--- src/rtl/fifo_rd_stream_if.sv ---
// Purpose: bundles the FIFO read port, the flush control and the valid/ready
//          output stream of fifo_rd_stream into one interface.
// Signals:
//   flush        synchronous clear request (environment -> adapter)
//   fifo_empty   FIFO empty flag            (FIFO -> adapter)
//   fifo_rd_en   FIFO read strobe           (adapter -> FIFO)
//   fifo_rd_data FIFO read data, 1-cycle latency (FIFO -> adapter)
//   m_valid      output word valid          (adapter -> consumer)
//   m_ready      consumer ready             (consumer -> adapter)
//   m_data       output word                (adapter -> consumer)
//   level        buffered word count 0..2   (adapter -> environment)
// Modports: master = adapter side, slave = FIFO/consumer side.
interface fifo_rd_stream_if #(
  parameter int DATA_WIDTH = 4
);
  logic                  flush;
  logic                  fifo_empty;
  logic                  fifo_rd_en;
  logic [DATA_WIDTH-1:0] fifo_rd_data;
  logic                  m_valid;
  logic                  m_ready;
  logic [DATA_WIDTH-1:0] m_data;
  logic [1:0]            level;

  modport master (
    input  flush, fifo_empty, fifo_rd_data, m_ready,
    output fifo_rd_en, m_valid, m_data, level
  );

  modport slave (
    output flush, fifo_empty, fifo_rd_data, m_ready,
    input  fifo_rd_en, m_valid, m_data, level
  );
endinterface

--- src/rtl/fifo_rd_stream.sv ---
// Purpose: read-side adapter between an async FIFO read port and a
//          valid/ready consumer. Issues reads against fifo_empty, absorbs the
//          1-cycle RAM read latency in a 2-entry circular buffer and presents
//          registered m_valid/m_data at up to one word per cycle.
// Ports:
//   rd_clk  FIFO read clock
//   rd_rst  synchronous, active-high reset
//   bus     fifo_rd_stream_if.master (FIFO read port, flush, output stream,
//           level)
module fifo_rd_stream #(
  parameter int DATA_WIDTH = 4
) (
  input  logic             rd_clk,
  input  logic             rd_rst,
  fifo_rd_stream_if.master bus
);

  logic [DATA_WIDTH-1:0] mem_q [2];
  logic [DATA_WIDTH-1:0] mem_d [2];
  logic                  head_q, head_d;
  logic                  tail_q, tail_d;
  logic [1:0]            cnt_q, cnt_d;
  logic                  inflight_q, inflight_d;
  logic                  flush_q, flush_d;
  logic                  m_valid_q, m_valid_d;
  logic [DATA_WIDTH-1:0] m_data_q, m_data_d;

  logic       pop;
  logic       push;
  logic [1:0] occ;
  logic       rd_en;

  // Occupancy seen by a read issued now: stored words plus the word already
  // in flight, minus the word leaving this cycle. Never exceeds 2.
  always_comb begin
    pop   = (cnt_q != '0) & bus.m_ready;
    push  = inflight_q & ~flush_q;
    occ   = cnt_q + {1'b0, inflight_q} - {1'b0, pop};
    rd_en = ~rd_rst & ~bus.flush & ~bus.fifo_empty & (occ < 2'd2);
  end

  always_comb begin
    mem_d      = mem_q;
    head_d     = head_q;
    tail_d     = tail_q;
    cnt_d      = cnt_q;
    inflight_d = rd_en;
    flush_d    = 1'b0;
    if (bus.flush) begin
      head_d     = '0;
      tail_d     = '0;
      cnt_d      = '0;
      inflight_d = 1'b0;
      flush_d    = 1'b1;
    end else begin
      if (push) begin
        mem_d[tail_q] = bus.fifo_rd_data;
        tail_d        = ~tail_q;
      end
      if (pop) begin
        head_d = ~head_q;
      end
      cnt_d = cnt_q + {1'b0, push} - {1'b0, pop};
    end
    // Outputs are registered from next-state values so they stay aligned
    // with cnt_q/head_q without an extra cycle of latency.
    m_valid_d = (cnt_d != '0);
    m_data_d  = mem_d[head_d];
  end

  always_ff @(posedge rd_clk) begin
    if (rd_rst) begin
      mem_q[0]   <= '0;
      mem_q[1]   <= '0;
      head_q     <= '0;
      tail_q     <= '0;
      cnt_q      <= '0;
      inflight_q <= 1'b0;
      flush_q    <= 1'b0;
      m_valid_q  <= 1'b0;
      m_data_q   <= '0;
    end else begin
      mem_q      <= mem_d;
      head_q     <= head_d;
      tail_q     <= tail_d;
      cnt_q      <= cnt_d;
      inflight_q <= inflight_d;
      flush_q    <= flush_d;
      m_valid_q  <= m_valid_d;
      m_data_q   <= m_data_d;
    end
  end

  assign bus.fifo_rd_en = rd_en;
  assign bus.m_valid    = m_valid_q;
  assign bus.m_data     = m_data_q;
  assign bus.level      = cnt_q;

endmodule

--- src/flat_wrapper.sv ---
// flat-port wrapper written by rule: the top's interface ports become plain ports
module fifo_rd_stream_flat 
#(
  parameter int DATA_WIDTH = 4
)
  (rd_clk, rd_rst, bus_flush, bus_fifo_empty, bus_fifo_rd_data, bus_m_ready, bus_fifo_rd_en, bus_m_valid, bus_m_data, bus_level);
  fifo_rd_stream_if #(.DATA_WIDTH(DATA_WIDTH)) bus_i ();
  input  logic rd_clk;
  input  logic rd_rst;
  input wire logic [$bits(bus_i.flush)-1:0] bus_flush;
  input wire logic [$bits(bus_i.fifo_empty)-1:0] bus_fifo_empty;
  input wire logic [$bits(bus_i.fifo_rd_data)-1:0] bus_fifo_rd_data;
  input wire logic [$bits(bus_i.m_ready)-1:0] bus_m_ready;
  output wire logic [$bits(bus_i.fifo_rd_en)-1:0] bus_fifo_rd_en;
  output wire logic [$bits(bus_i.m_valid)-1:0] bus_m_valid;
  output wire logic [$bits(bus_i.m_data)-1:0] bus_m_data;
  output wire logic [$bits(bus_i.level)-1:0] bus_level;
  assign bus_i.flush = bus_flush;
  assign bus_i.fifo_empty = bus_fifo_empty;
  assign bus_i.fifo_rd_data = bus_fifo_rd_data;
  assign bus_i.m_ready = bus_m_ready;
  assign bus_fifo_rd_en = bus_i.fifo_rd_en;
  assign bus_m_valid = bus_i.m_valid;
  assign bus_m_data = bus_i.m_data;
  assign bus_level = bus_i.level;
  fifo_rd_stream #(.DATA_WIDTH(DATA_WIDTH)) u_core (.rd_clk(rd_clk), .rd_rst(rd_rst), .bus(bus_i));
endmodule
--- config.mk ---
export PLATFORM = sky130hd
export DESIGN_NAME = fifo_rd_stream_flat
export DESIGN_NICKNAME = d
export VERILOG_FILES = /design/src/rtl/fifo_rd_stream_if.sv /design/src/rtl/fifo_rd_stream.sv /design/src/flat_wrapper.sv
export SDC_FILE = /design/constraint.sdc
export NUM_CORES = 1
export LEC_CHECK = 0
export ABC_AREA = 0
export CORE_MARGIN = 10
export CORE_UTILIZATION = 50
export DETAILED_ROUTE_END_ITERATION = 8
export GPL_TIMING_DRIVEN = 0
export HOLD_SLACK_MARGIN = 0.02
export PLACE_DENSITY = 0.79
export SYNTH_ARGS = -nofsm -noshare
export SYNTH_HDL_FRONTEND = slang
export SYNTH_SLANG_ARGS = --single-unit
--- constraint.sdc ---
create_clock -name rd_clk -period 2.54 [get_ports rd_clk]
set_clock_uncertainty 0.05 [all_clocks]
set_input_delay 0.508 -clock rd_clk [delete_from_list [all_inputs] [get_ports rd_clk]]
set_output_delay 0.508 -clock rd_clk [all_outputs]
set_load 0.1 [all_outputs]
==> results of run 1 <==
state kept, by name (all words and copies together), names as in the netlist:
| register | cells |
|---|---|
| u_core.mem_q | 8 |
| u_core.bus.m_valid | 1 |
| u_core.inflight_q | 1 |
| u_core.tail_q | 1 |
| u_core.bus.m_data | 4 |
| u_core.flush_q | 1 |
| u_core.head_q | 1 |
| u_core.bus.level | 2 |
where the power goes:
part | internal, uW | total (uW) | switching, uW
clock | 61.1 | 144 | 83.3
sequential | 302 | 306 | 3.62
combinational | 35.4 | 85.0 | 49.5
kinds of logic after synthesis:
family                     after synthesis
and+or+nand+nor                         25
xor gates and xnor gates                 4
buffers and inverters                    7
AOI/OAI and AO/OA                        2
muxes                                   13
DFF                                     19
adders and majority gates                2
worst min-delay path, cell delays in order (launching register included):
cell,delay (ps)
sky130_fd_sc_hd__dfxtp_1,310
sky130_fd_sc_hd__mux2i_1,70
sky130_fd_sc_hd__nor2_1,80
worst max path at each step:
stage                        start             end  depth (start not counted)
6_report       u_core.bus.level[1]  bus_fifo_rd_en                          6
5_1_grt        u_core.bus.level[1]  bus_fifo_rd_en                          6
4_1_cts                bus_m_ready  bus_fifo_rd_en                          7
3_5_place_dp           bus_m_ready  bus_fifo_rd_en                          7
3_3_place_gp           bus_m_ready  bus_fifo_rd_en                          7
2_1_floorplan  u_core.bus.level[1]  bus_fifo_rd_en                          5
area by class of cell:
class	count	area share, %
Tap cell	16	1.82
Sequential cell	19	35.3
Buffer	4	2.16
Inverter	3	1.02
Multi-Input combinational cell	46	40.6
Timing Repair Buffer	19	16.7
Clock buffer	4	2.39
timing repair:
action                     4_1_cts  5_1_grt
pin swaps                        2        2
setup endpoints to repair        1        1
setup buffers                    1        3
gates resized for setup          8        1
hold buffers                     0        0
per-stage QoR:
stage	utilization [%]	total power [uW]	setup slack [ps]	cell area [um2]	hold slack, ps
after floorplan	-	369	-254	858	405
after global placement	68.3	393	-947	1030	420
after detailed placement	68.3	395	-991	1030	428
after CTS	71.3	540	5.81	1070	452
after global routing	73.0	563	-1.17	1100	492
final	73.0	535	92.7	1100	451
cells in the final DEF (no fill, tap or decap), drive strengths merged:
master         instances
nor2b                  4
xor2                   1
inv                    3
nor4b                  1
clkdlybuf4s50         13
nor2                  14
nor4bb                 1
mux2i                  9
ha                     2
clkbuf                 6
xnor2                  3
dfxtp                 19
dlymetal6s2s           1
a211oi                 1
o21a                   1
buf                    7
mux2                   4
nor4                   2
nor3                   3
routing by layer:
layer	routed length (um)	GRT usage, %	up-vias
met5	0	0	-
met4	21	5.13	0
met3	72	4.24	2
met2	721	15.6	10
met1	627	10.7	260
li1	-	-	287
==> results summary, run 1 <==
The number of antenna cells inserted is 0. The wire length of the first global-routing pass is 2660 um. The placeable core area is 0.00151 mm2. The number of global-route vias before repair was 587. Clock tree synthesis inserted a total of 3 buffers. The slew at the pin closest to its max-slew limit is 973 ps. The synthesis-to-finish area growth came out at 38.6%. From bottom edge to top edge, the die measures 59.8 um.

The die covers 0.00358 mm2. After Yosys synthesis, and, or, nand and nor cells account for 18.8% of the synthesized area. The global route total overflow is 0.

In this run the core area contains 14 standard-cell rows. The worst setup path is captured at an output pin. The largest vdd supply drop came out at 0.487 mV. In this run the count of I/O pins placed on the die edge is 17. After synthesis, the cell types taking the most area are sky130_fd_sc_hd__dfxtp_1 48%, sky130_fd_sc_hd__mux2i_1 10%, sky130_fd_sc_hd__mux2_4 7.6%, sky130_fd_sc_hd__nor2_1 4.7%, sky130_fd_sc_hd__xnor2_1 3.3%. In this run the critical register-to-register path is launched from u_core.bus.level[1]. TritonCTS built the clock tree.

The remaining antenna violation count is 0. The worst hold path passes through 2 cells. The pin count of the biggest net entering global routing is 11. The die boundary width came out at 59.8 um.

The detail-routed via count per cell came out at 5.04. The number of setup violations in the final report is 0. The worst path arrival time is 1890 ps.

The number of distinct library cell variants in the gate-level netlist after synthesis is 20. The synthesized netlist devotes 3.15% of its cell area to adder and majority cells. The critical path class is register to output pin. In this run the worst hold path is classified as register to register. The area occupied by multi-input gates came out at 447 um2. The synthesized netlist occupies a cell area of 793 um2.

Summing the areas of all xor and xnor instances in the mapped netlist gives 4.42% of the synthesized area. The period utilization is 96.4%. The Yosys step of the flow raised 0 warnings.

The tree built by TritonCTS fans out to 19 sinks. The complex-gate fraction of the synthesized area came out at 1.89%. The total wire length after detailed routing came out at 1440 um. The share of final-layout standard cells stronger than drive strength 1 is 29.5%. The number of enable flip-flop cells after synthesis is 0. The tree is rooted in a sky130_fd_sc_hd__clkbuf_4.

The worst-case register-to-register setup slack came out at 760 ps. The number of nets at the end of the flow came out at 107. The endpoint of the worst hold-timing path is u_core.mem_q[5]. The final critical-path required period is 2450 ps. After synthesis, the largest family of logic cells by area is multiplexers.

The critical path goes through o21a_4 -> ha_4 -> nor2b_4 -> xnor2_2 -> nor4_4 -> buf_6. Counting cells, the worst reg-to-reg path comes to 6. The total power per unit cell area is 486 mW/mm2. The buffer levels on the longest clock path came out at 2. After synthesis, the most frequently instantiated cells are 19 x sky130_fd_sc_hd__dfxtp_1, 10 x sky130_fd_sc_hd__nor2_1, 8 x sky130_fd_sc_hd__mux2i_1.

In this run the critical register-to-register path is captured at u_core.bus.m_data[2]. In this run the most critical hold path is launched from u_core.mem_q[5]. CTS built an H-tree with a depth of 1. Clock latency on the worst-skew pair, taken at its later pin, is 290 ps. The max-cap violation count came out at 0.

STA classifies the critical path startpoint as a register. The number of remaining DRC errors is 0. For this run, the number of standard cells in the final layout without fillers is 111. The highest cell delay on the worst timing path is 360 ps. The number of flip-flops and latches in the synthesized netlist came out at 19.

The count of final hold-check violations came out at 0. The fill cell instance count of the final layout came out at 112. The total number of vias came out at 559. The flow ran to the end, and the final reports show no timing, DRC or antenna violations. The share of synthesized registers carrying an async set or reset is 0%.

The number of nets handed over by synthesis was 83. Measured against its own limit, the worst slew margin works out to 34.9%. The share of cell area taken by muxes after synthesis is 19.4%. Grouping stages by cell kind, the critical path spends the most delay in simple AND/OR/NAND/NOR gates. The setup total negative slack came out at 0 ps. The number of violations reported at the end of detailed-routing iteration 0 is 6. Yosys instantiated no cell more often than sky130_fd_sc_hd__dfxtp_1. After clock tree synthesis, the clock-pin slew on the worst setup and hold paths is 90 ps. The slowest stage of the critical path belongs to the cell sky130_fd_sc_hd__dfxtp_4. The buffers plus inverters on the worst setup path came out at 1. The required time at the worst-slack endpoint came out at 1980 ps. Including well taps, the total number of placed cells is 103. In this run the biggest area consumer among cell types represents 47.9% of the synthesized area. The number of antenna violations at the first check in global routing is 0.

In the final layout, flip-flops and latches occupy 388 um2. The mean routed wirelength per cell came out at 13.0 um. The most frequently used flop master after synthesis is sky130_fd_sc_hd__dfxtp_1.

The congestion estimate from routability-driven global placement came to 0.673. The reported leakage power came out at 0.000421 uW. Sequential elements use 47.9% of the synthesized area. The post-synthesis cell count is 72. The HPWL after detailed placement is 1120 um. The quantity of I/O buffers inserted on ports came out at 15. The fmax is 0.409 GHz. The total count of max-transition violations in the final report was 0. The effective utilization at floorplan came out at 52.7%. The maximum fanout count along the critical path came out at 3. A synthesized cell averages 11.0 um2. sky130_fd_sc_hd__dfxtp_1 takes more of the synthesized area than any other cell. The total routing resource utilization after global routing came out at 9.78%. The pre-antenna-repair detailed-routing pass consisted of 4 iterations.
Note: power is estimated with default switching activity, not from simulation.
==> inputs of run 2 (changes only) <==
Clock period 2.54 ns to 3.15 ns, I/O delays scaled along.
==> run 2 against run 1 <==
Global-route usage fell by 0.47 points. Clock-buffer cell count down 1. Worst hold slack got worse by 2.6 ps. Via count shrank 1.6%. Sequential power down 19%. Cell area decreased by 8.2%. Wire length is 4.9% higher. Sequential share of layout area grew 2.7 points. Register-to-register slack improved by 770 ps. Critical path depth grew 1. Combinational power is 26% lower. Die area is the same. Critical endpoint unchanged.
==> results summary, run 2 (synthesized netlist as in run 1, its figures left out) <==
The flip-flop count of the largest register, all copies and words added came out at 8 (unchanged). The effective utilization at floorplan was 52.7% (unchanged). The number of buffers inserted during clock tree synthesis is 3 (unchanged). The total number of vias came out at 550 (was 559). The quantity of I/O buffers inserted on ports was 15 (unchanged).

The number of iterations in the first detailed-routing pass came out at 4 (unchanged). The wire length of the first global-routing pass came to 2500 um (was 2660 um). The number of violations reported at the end of detailed-routing iteration 0 is 10 (was 6). The pin count of the biggest net entering global routing came to 12 (was 11). The number of stages on the worst hold path is 2 (unchanged).

The worst path arrival time is 2320 ps (was 1890 ps). The clock slew seen by the registers of the worst setup and hold paths is 100 ps (was 90 ps). The number of antenna cells inserted came to 0 (unchanged). The highest cell delay on the worst timing path came out at 420 ps (was 360 ps). The class of the tightest hold or removal check is register to register (unchanged). The remaining antenna violation count is 0 (unchanged). The number of global-route vias before repair is 575 (was 587). The number of clock sinks seen by CTS is 19 (unchanged).

The global route total overflow came to 0 (unchanged). The largest vdd supply drop came out at 0.319 mV (was 0.487 mV). The period utilization came out at 95.1%.

The mean routed wirelength per cell is 14.1 um (was 13.0 um). The final critical-path required period came out at 3000 ps. The number of remaining DRC errors was 0 (unchanged). Commonest cells after routing, fill and taps aside: 17 x sky130_fd_sc_hd__dfxtp_1, 14 x sky130_fd_sc_hd__clkdlybuf4s50_1, 10 x sky130_fd_sc_hd__nor2_1, 8 x sky130_fd_sc_hd__mux2i_1 (was 17 x sky130_fd_sc_hd__dfxtp_1, 13 x sky130_fd_sc_hd__clkdlybuf4s50_1, 10 x sky130_fd_sc_hd__nor2_1, 8 x sky130_fd_sc_hd__mux2i_1). The die boundary width came out at 59.8 um (unchanged). The number of H-tree levels is 1 (unchanged). Among the stages of the critical path, the cell type that occurs most often is sky130_fd_sc_hd__xnor2_1.

The number of setup violations in the final report came out at 0 (unchanged). The total met3 wirelength after detailed routing came out at 71 um (was 72 um). The number of nets at the end of the flow was 103 (was 107). The final worst slack came to 153 ps (was 92.7 ps).

The cell depth of the worst flop-to-flop path was 6 (unchanged). The relative max-transition margin is 34.0% (was 34.9%). The synthesis-to-finish area growth came out at 27.3% (was 38.6%). The number of antenna violations at the first check in global routing came out at 0 (unchanged). The detailed-route wire length on metal 1 is 646 um (was 627 um). The share of final-layout standard cells stronger than drive strength 1 came out at 22.0% (was 29.5%). The type of destination of the critical path is an output pin (unchanged).

The fill cell instance count of the final layout came to 120 (was 112). The storage element area is 383 um2 (was 388 um2). The max-cap violation count is 0 (unchanged).

The root buffer cell is sky130_fd_sc_hd__clkbuf_4 (unchanged). The met2 wirelength from detailed routing was 746 um (was 721 um). The required time at the worst-slack endpoint is 2470 ps (was 1980 ps). The total number of placement rows was 14 (unchanged). The uppermost signal routing layer after detailed routing is met4 (unchanged). The placeable core area came out at 0.00151 mm2 (unchanged). The final RePlAce weighted congestion came out at 0.674 (was 0.673). Run status: complete, no violations (unchanged). The buffer levels on the longest clock path came out at 2 (unchanged).

The total count of max-transition violations in the final report came out at 0 (unchanged). Timing would allow up to 0.334 GHz. The startpoint kind of the worst setup timing path is an input pin (was register). The total wire length after detailed routing is 1510 um (was 1440 um). The total half-perimeter wirelength after legalization and detailed placement is 1150 um (was 1120 um).

The instance count after placement with tap cells included came out at 103 (unchanged). Critical-path cell list: clkdlybuf4s50_1 -> o21a_1 -> ha_1 -> xnor2_1 -> xnor2_1 -> nor4_4 -> buf_6 (was o21a_4 -> ha_4 -> nor2b_4 -> xnor2_2 -> nor4_4 -> buf_6). The pre-CTS setup slack was -725 ps (was -991 ps). The slew at the pin closest to its max-slew limit came out at 987 ps (was 973 ps). The critical path class is input pin to output pin (was register to output pin).

The clock tree from TritonCTS was yes (unchanged). The commonest non-fill, non-tap cell in the layout is sky130_fd_sc_hd__dfxtp_1 (unchanged). The die span in y came out at 59.8 um (unchanged). The count of final hold-check violations came to 0 (unchanged). The slowest library cell on the worst path is sky130_fd_sc_hd__clkdlybuf4s50_1 (was sky130_fd_sc_hd__dfxtp_4).

The total I/O pin count is 17 (unchanged). The total power per unit cell area is 428 mW/mm2 (was 486 mW/mm2). The post-CTS repair timing setup buffer count came to 0 (was 1). The maximum fanout count along the critical path came out at 2 (was 3). The reported leakage power is 0.000376 uW (was 0.000421 uW). The total routing resource utilization after global routing is 9.32% (was 9.78%). The floorplan die area came out at 0.00358 mm2 (unchanged). Setup repair after global routing left no endpoint under its margin. The largest register by flop count is u_core.mem_q (unchanged). The clock latency of the later-clocked register in the worst-skew pair came out at 300 ps (was 290 ps). The detail-routed via count per cell is 5.14 (was 5.04). The area occupied by multi-input gates is 393 um2 (was 447 um2). The filler-free cell count of the finished design is 107 (was 111).
run 2: cell count changes in the layout (fill, tap and decap cells not counted), sizes merged:
cell / change
clkdlybuf4s50: +1
clkinv: +1
clkbuf: -1
dlymetal6s2s: -1
buf: -4
run 2: worst paths after layout:
kind / start / end / slack [ps]
setup / recovery: bus_m_ready / bus_fifo_rd_en / 150
hold / removal: u_core.mem_q[4] / u_core.mem_q[4] / 450
hold reg to reg: u_core.mem_q[4] / u_core.mem_q[4] / 450
setup reg to reg: u_core.bus.level[0] / u_core.bus.m_valid / 1530
run 2: what timing repair did:
item,in CTS,in global routing
endpoints found under the setup margin,1,1
hold buffers,0,0
gates resized for setup,6,1
hold endpoints to repair,0,0
run 2: layout make-up:
type / count / area share, %
buffer: 4 / 2.35
clock buffer: 3 / 2.23
clock inverter: 1 / 0.496
inverter: 3 / 1.12
multi-input combinational: 46 / 38.9
sequential: 19 / 37.9
tap: 16 / 1.98
timing repair buffer: 15 / 15.0
run 2: critical path: cells and delay by family:
family / cells / cell delay [ps]
buffers and inverters: 2 / 680
adder cells (fa/ha/maj): 1 / 200
AND/OR/NAND/NOR: 1 / 240
XOR/XNOR: 2 / 430
AO/OA/AOI/OAI: 1 / 150
run 2: routing by layer:
layer | vias up | track usage [%]
li1 | 279 | -
met5 | - | 0
met3 | 5 | 2.54
met4 | 0 | 7.69
met1 | 254 | 9.59
met2 | 12 | 15.3
run 2: report_power, final:
part	switching (uW)	internal, uW
combinational	38.0	24.5
sequential	2.92	245
clock	74.8	47.3
run 2: metrics by stage:
step / hold WS (ps) / instance area (um2) / TNS [ps] / util [%] / total power [uW]
after floorplan: 405 / 811 / 0 / - / 296
after global placement: 419 / 981 / -684 / 65.1 / 314
after detailed placement: 429 / 981 / -725 / 65.1 / 316
after CTS: 456 / 1010 / 0 / 66.8 / 437
after global routing: 490 / 1010 / 0 / 67.0 / 452
final: 448 / 1010 / 0 / 67.0 / 433
==> inputs of run 3 (changes only) <==
Settings changed: HOLD_SLACK_MARGIN 0.02 to 0.1, RECOVER_POWER from default to 50, SETUP_SLACK_MARGIN from default to 0.4.
==> run 3 against run 2 <==
Sequential power is essentially flat. Critical path depth down 3. First-iteration DRC count rose by 30%. Global-route usage grew 0.26 points. Combinational power rose by 0.8%. Critical path type unchanged. Register-to-register slack worse by 120 ps. Wire length up 4.6%. Flip-flop and latch count did not move. Via count up 1.5%.
==> results summary, run 3 (synthesized netlist as in run 1, its figures left out) <==
The total count of max-transition violations in the final report is 0 (unchanged). The storage element area came out at 388 um2 (was 383 um2). The total routing resource utilization after global routing came out at 9.57% (was 9.32%). The effective utilization at floorplan is 52.7% (unchanged).

The root buffer cell is sky130_fd_sc_hd__clkbuf_4 (unchanged). The die boundary width came out at 59.8 um (unchanged). The critical path capture point is bus_fifo_rd_en (unchanged). The global route total overflow was 0 (unchanged). The required time at the worst-slack endpoint is 2470 ps (about the same).

The clock latency of the later-clocked register in the worst-skew pair is 290 ps (was 300 ps). The relative max-transition margin is 34.2% (was 34.0%). The pre-CTS setup slack is -710 ps (was -725 ps). The cell area reported after detailed placement is 993 um2 (was 981 um2).

The placeable core area is 0.00151 mm2 (unchanged). The share of final-layout standard cells stronger than drive strength 1 came to 22.8% (was 22.0%). The worst path arrival time is 2080 ps (was 2320 ps). The area occupied by multi-input gates is 412 um2 (was 393 um2). The total power per unit cell area is 417 mW/mm2 (was 428 mW/mm2). Run status: complete, no violations (unchanged). The wire length of the first global-routing pass came out at 2660 um (was 2500 um). The number of violations reported at the end of detailed-routing iteration 0 is 13 (was 10). The beginning of the worst hold path is u_core.mem_q[2] (was u_core.mem_q[4]). The remaining antenna violation count came out at 0 (unchanged). The total number of placement rows is 14 (unchanged). The total half-perimeter wirelength after legalization and detailed placement came out at 1210 um (was 1150 um). The flip-flop count of the largest register, all copies and words added is 8 (unchanged). The final RePlAce weighted congestion came to 0.660 (was 0.674). The largest vdd supply drop was 0.232 mV (was 0.319 mV). The number of nets at the end of the flow is 104 (was 103). The endpoint of the lowest-slack register-to-register path is u_core.bus.m_valid (unchanged). The class of the tightest hold or removal check was register to register (unchanged). The setup total negative slack came to 0 ps (unchanged). The detail-routed via count per cell is 5.17 (was 5.14). The buffer levels on the longest clock path came out at 2 (unchanged). The worst reg2reg path startpoint is u_core.bus.level[0] (unchanged). The startpoint kind of the worst setup timing path is an input pin (unchanged). The area of all placed cells without fillers came to 0.00103 mm2 (was 0.00101 mm2). The largest register by flop count was u_core.mem_q (unchanged). The clock slew seen by the registers of the worst setup and hold paths came out at 110 ps (was 100 ps). The part of the total power dissipated in combinational logic is 14.7% (was 14.5%).

The clock tree from TritonCTS is yes (unchanged). The count of final hold-check violations is 0 (unchanged). The maximum fanout count along the critical path came out at 10 (was 2). The final worst slack is 394 ps (was 153 ps). The max-cap violation count came out at 0 (unchanged). The slew at the pin closest to its max-slew limit was 983 ps (was 987 ps). The reported leakage power is 0.000385 uW (was 0.000376 uW).

The proportion of power drawn by the clock network came out at 27.9% (was 28.2%). The worst hold-check slack came to 457 ps (was 448 ps). The number of iterations in the first detailed-routing pass came to 4 (unchanged). The commonest non-fill, non-tap cell in the layout is sky130_fd_sc_hd__dfxtp_1 (unchanged). The type of destination of the critical path is an output pin (unchanged). The net switching power of the design is 115 uW (was 116 uW). The share of total power in sequential cells was 57.4% (was 57.3%).

The fill cell instance count of the final layout is 129 (was 120). The pin count of the biggest net entering global routing came out at 12 (unchanged). The share of the core filled with cells came to 68.4% (was 67.0%).

The net switching fraction of the power is 26.7% (was 26.8%). The quantity of I/O buffers inserted on ports is 15 (unchanged). The number of setup violations in the final report is 0 (unchanged). Commonest cells after routing, fill and taps aside: 17 x sky130_fd_sc_hd__dfxtp_1, 12 x sky130_fd_sc_hd__clkdlybuf4s50_1, 10 x sky130_fd_sc_hd__nor2_1, 9 x sky130_fd_sc_hd__mux2i_1 (was 17 x sky130_fd_sc_hd__dfxtp_1, 14 x sky130_fd_sc_hd__clkdlybuf4s50_1, 10 x sky130_fd_sc_hd__nor2_1, 8 x sky130_fd_sc_hd__mux2i_1).

The die span in y came out at 59.8 um (unchanged). The number of H-tree levels came out at 1 (unchanged). The launch point of the critical path is bus_flush (was bus_m_ready). The period utilization is 87.5% (was 95.1%). The floorplan die area was 0.00358 mm2 (unchanged). The mean routed wirelength per cell is 14.6 um (was 14.1 um).

The worst-case register-to-register setup slack came out at 1410 ps (was 1530 ps). The number of buffers inserted during clock tree synthesis came to 3 (unchanged). The cell depth of the worst flop-to-flop path is 6 (unchanged). The critical path class is input pin to output pin (unchanged). The number of global-route vias before repair was 597 (was 575). The fmax is 0.363 GHz (was 0.334 GHz). The total number of vias came to 558 (was 550). The total I/O pin count is 17 (unchanged). The number of antenna violations at the first check in global routing came out at 0 (unchanged). The final critical-path required period came to 2760 ps (was 3000 ps).

The synthesis-to-finish area growth came out at 30.0% (was 27.3%). The number of antenna cells inserted is 0 (unchanged). The number of clock sinks seen by CTS came out at 19 (unchanged). The number of remaining DRC errors came out at 0 (unchanged).

The total wire length after detailed routing was 1580 um (was 1510 um). The internal power of the cells is 315 uW (was 317 uW). Unrepaired setup endpoints after global routing: false (unchanged).
## run 3: cell types whose count changed in the layout (fill, tap and decap cells not counted), moves of 2 or more
cell	before	now
sky130_fd_sc_hd__clkbuf_1	2	4
sky130_fd_sc_hd__clkdlybuf4s50_1	14	12
sky130_fd_sc_hd__dfxtp_2	2	0
sky130_fd_sc_hd__dfxtp_4	0	2
sky130_fd_sc_hd__xnor2_1	3	1
sky130_fd_sc_hd__xnor2_2	0	2
## run 3: what timing repair did
item                       in CTS  in global routing
resized for setup              12                  0
hold buffers                    0                  0
setup endpoints to repair       1                  0
setup buffers                   1                  0
## run 3: power groups by stage
stage	logic [uW]	clock network, uW	registers [uW]
floorplan	28.6	0	266
global placement	62.0	0	252
detailed placement	63.3	0	252
CTS	66.1	124	247
global route	66.6	140	247
finish	63.0	120	246
## run 3: final cells by class
type	count	share of cell area [%]
tap	16	1.94
sequential	19	37.6
timing repair buffer	16	15.3
clock inverter	1	0.485
inverter	3	1.09
buffer	4	1.46
clock buffer	3	2.18
multi-input combinational	46	39.9
## run 3: how the worst min path moves through the flow
stage	endpoint	slack, ps	cells after the start
2_1_floorplan	u_core.mem_q[0]	410	2
3_3_place_gp	u_core.mem_q[7]	420	2
3_5_place_dp	u_core.mem_q[6]	440	2
4_1_cts	u_core.mem_q[7]	470	2
5_1_grt	u_core.mem_q[6]	500	2
6_report	u_core.mem_q[2]	460	2
## run 3: critical path, stage by stage
cell	delay, ps
sky130_fd_sc_hd__dlygate4sd3_1	550
sky130_fd_sc_hd__clkbuf_1	280
sky130_fd_sc_hd__nor4_4	350
sky130_fd_sc_hd__buf_6	260
## run 3: routing by layer
layer / up-vias / part of all wire (%) / global-route usage [%]
met1: 267 / 42 / 10.4
met4: 0 / 1.0 / 3.85
met2: 10 / 52 / 16.9
met5: - / 0 / 0
met3: 2 / 4.9 / 2.54
li1: 279 / - / -
## run 3: per-stage QoR
step | power, uW | std cells
6_report | 429 | 108
5_1_grt | 454 | 108
4_1_cts | 436 | 108
3_5_place_dp | 315 | 103
3_3_place_gp | 314 | 103
2_1_floorplan | 295 | 72
==> RTL edit (settings of run 2) <==
Make the reset (`rd_rst`) asynchronous in one clocked block. Comments in the files are not updated.
--- a/src/rtl/fifo_rd_stream.sv
+++ b/src/rtl/fifo_rd_stream.sv
@@ -68,7 +68,7 @@
     m_data_d  = mem_d[head_d];
   end
 
-  always_ff @(posedge rd_clk) begin
+  always_ff @(posedge rd_clk or posedge rd_rst) begin
     if (rd_rst) begin
       mem_q[0]   <= '0;
       mem_q[1]   <= '0;
Function: differs if rd_rst is asserted again (counterexample within 4 cycles, from zero or initial values and one cycle with rd_rst high); with rd_rst held inactive, the same outputs for 10 cycles.
==> RTL edit against run 2 <==
- sequential share of layout area increased by 1.9 points
- die area increased by 13%
- synthesized cell count fell by 1.4%
- sequential cell count unchanged
- worst setup slack worse by 0.040 ns
- wire length grew 14%
- final cell count up 8.4%
- synthesized area increased by 19%
- global-route usage grew 0.79 points
- final area up 20%
- critical endpoint unchanged
Power is not compared: it rests on default switching activity, and its combinational part moved more than twofold at a synthesized area within 25%.
==> RTL edit: results (changes against run 2) <==
Status: completed
Worst slack at placement: -0.705 ns (+0.0205 ns)
Crit Reg-Reg Endpoint: u_core.bus.m_valid
Cell type with the largest total area after synthesis: dfrtp_1
# resized after CTS: 5 (-1)
Sequential area share after synthesis: 50.3% (+2.4 points)
Vias in the first global route: 667 (+16%)
Largest net degree at the start of global routing: 20 (+8)
Async S/R FF share, synth: 100% (+100 points)
First-pass GRT wire length: 3220 µm (+29%)
R2R Setup Slk: 1.30 ns (-0.23 ns)
Max-slew headroom: 35.1% (+1.1 points)
Post-DP HPWL: 1320 µm (+15%)
Min-delay src: u_core.mem_q[7]
Synth area leaders: dfrtp_1, a221oi_2, mux2_4, mux2_1, nor4_1
Worst hold endpoint: u_core.mem_q[7]
Syn nets: 82 (-1.2%)
Syn Area/Cell: 13.3 µm² (+21%)
Count of multi-input gates: 44 (-4.3%)
FILL cells: 144 (+20%)
Mux cell area share after synthesis: 11.1% (-8.3 points)
Top cell type's share of synthesized area: 50.3% (+2.4 points)
Share of layout cells above drive strength 1: 31.9% (+9.9 points)
Inverters: 5 (+2)
Post-synthesis adder-cell area fraction: 2.65% (-0.51 points)
[RTL edit: cell types whose count changed in the layout (fill, tap and decap cells not counted), sizes merged, moves of 8 or more]
| cell | change |
|---|---|
| dfrtp | +19 |
| dfxtp | -19 |
| mux2i | -9 |
| nor2 | -8 |
[RTL edit: routing by layer]
metal  track usage [%]  wire length, µm  vias to the layer above
li1                  -                -                      290
met1              11.3              715                      294
met2              15.5              856                       13
met3              3.71               96                        6
met4              7.10               59                        0
met5                 0                0                        -
[RTL edit: worst max-delay path by stage]
| stage | start | end | slack (ns) | cells after the start |
|---|---|---|---|---|
| after floorplan | u_core.bus.level[1] | bus_fifo_rd_en | 0.02 | 5 |
| after global placement | bus_m_ready | bus_fifo_rd_en | -0.65 | 7 |
| after detailed placement | bus_m_ready | bus_fifo_rd_en | -0.70 | 7 |
| after CTS | bus_m_ready | bus_fifo_rd_en | 0.004 | 7 |
| after global routing | bus_m_ready | bus_fifo_rd_en | 0.02 | 7 |
| final | bus_m_ready | bus_fifo_rd_en | 0.11 | 7 |
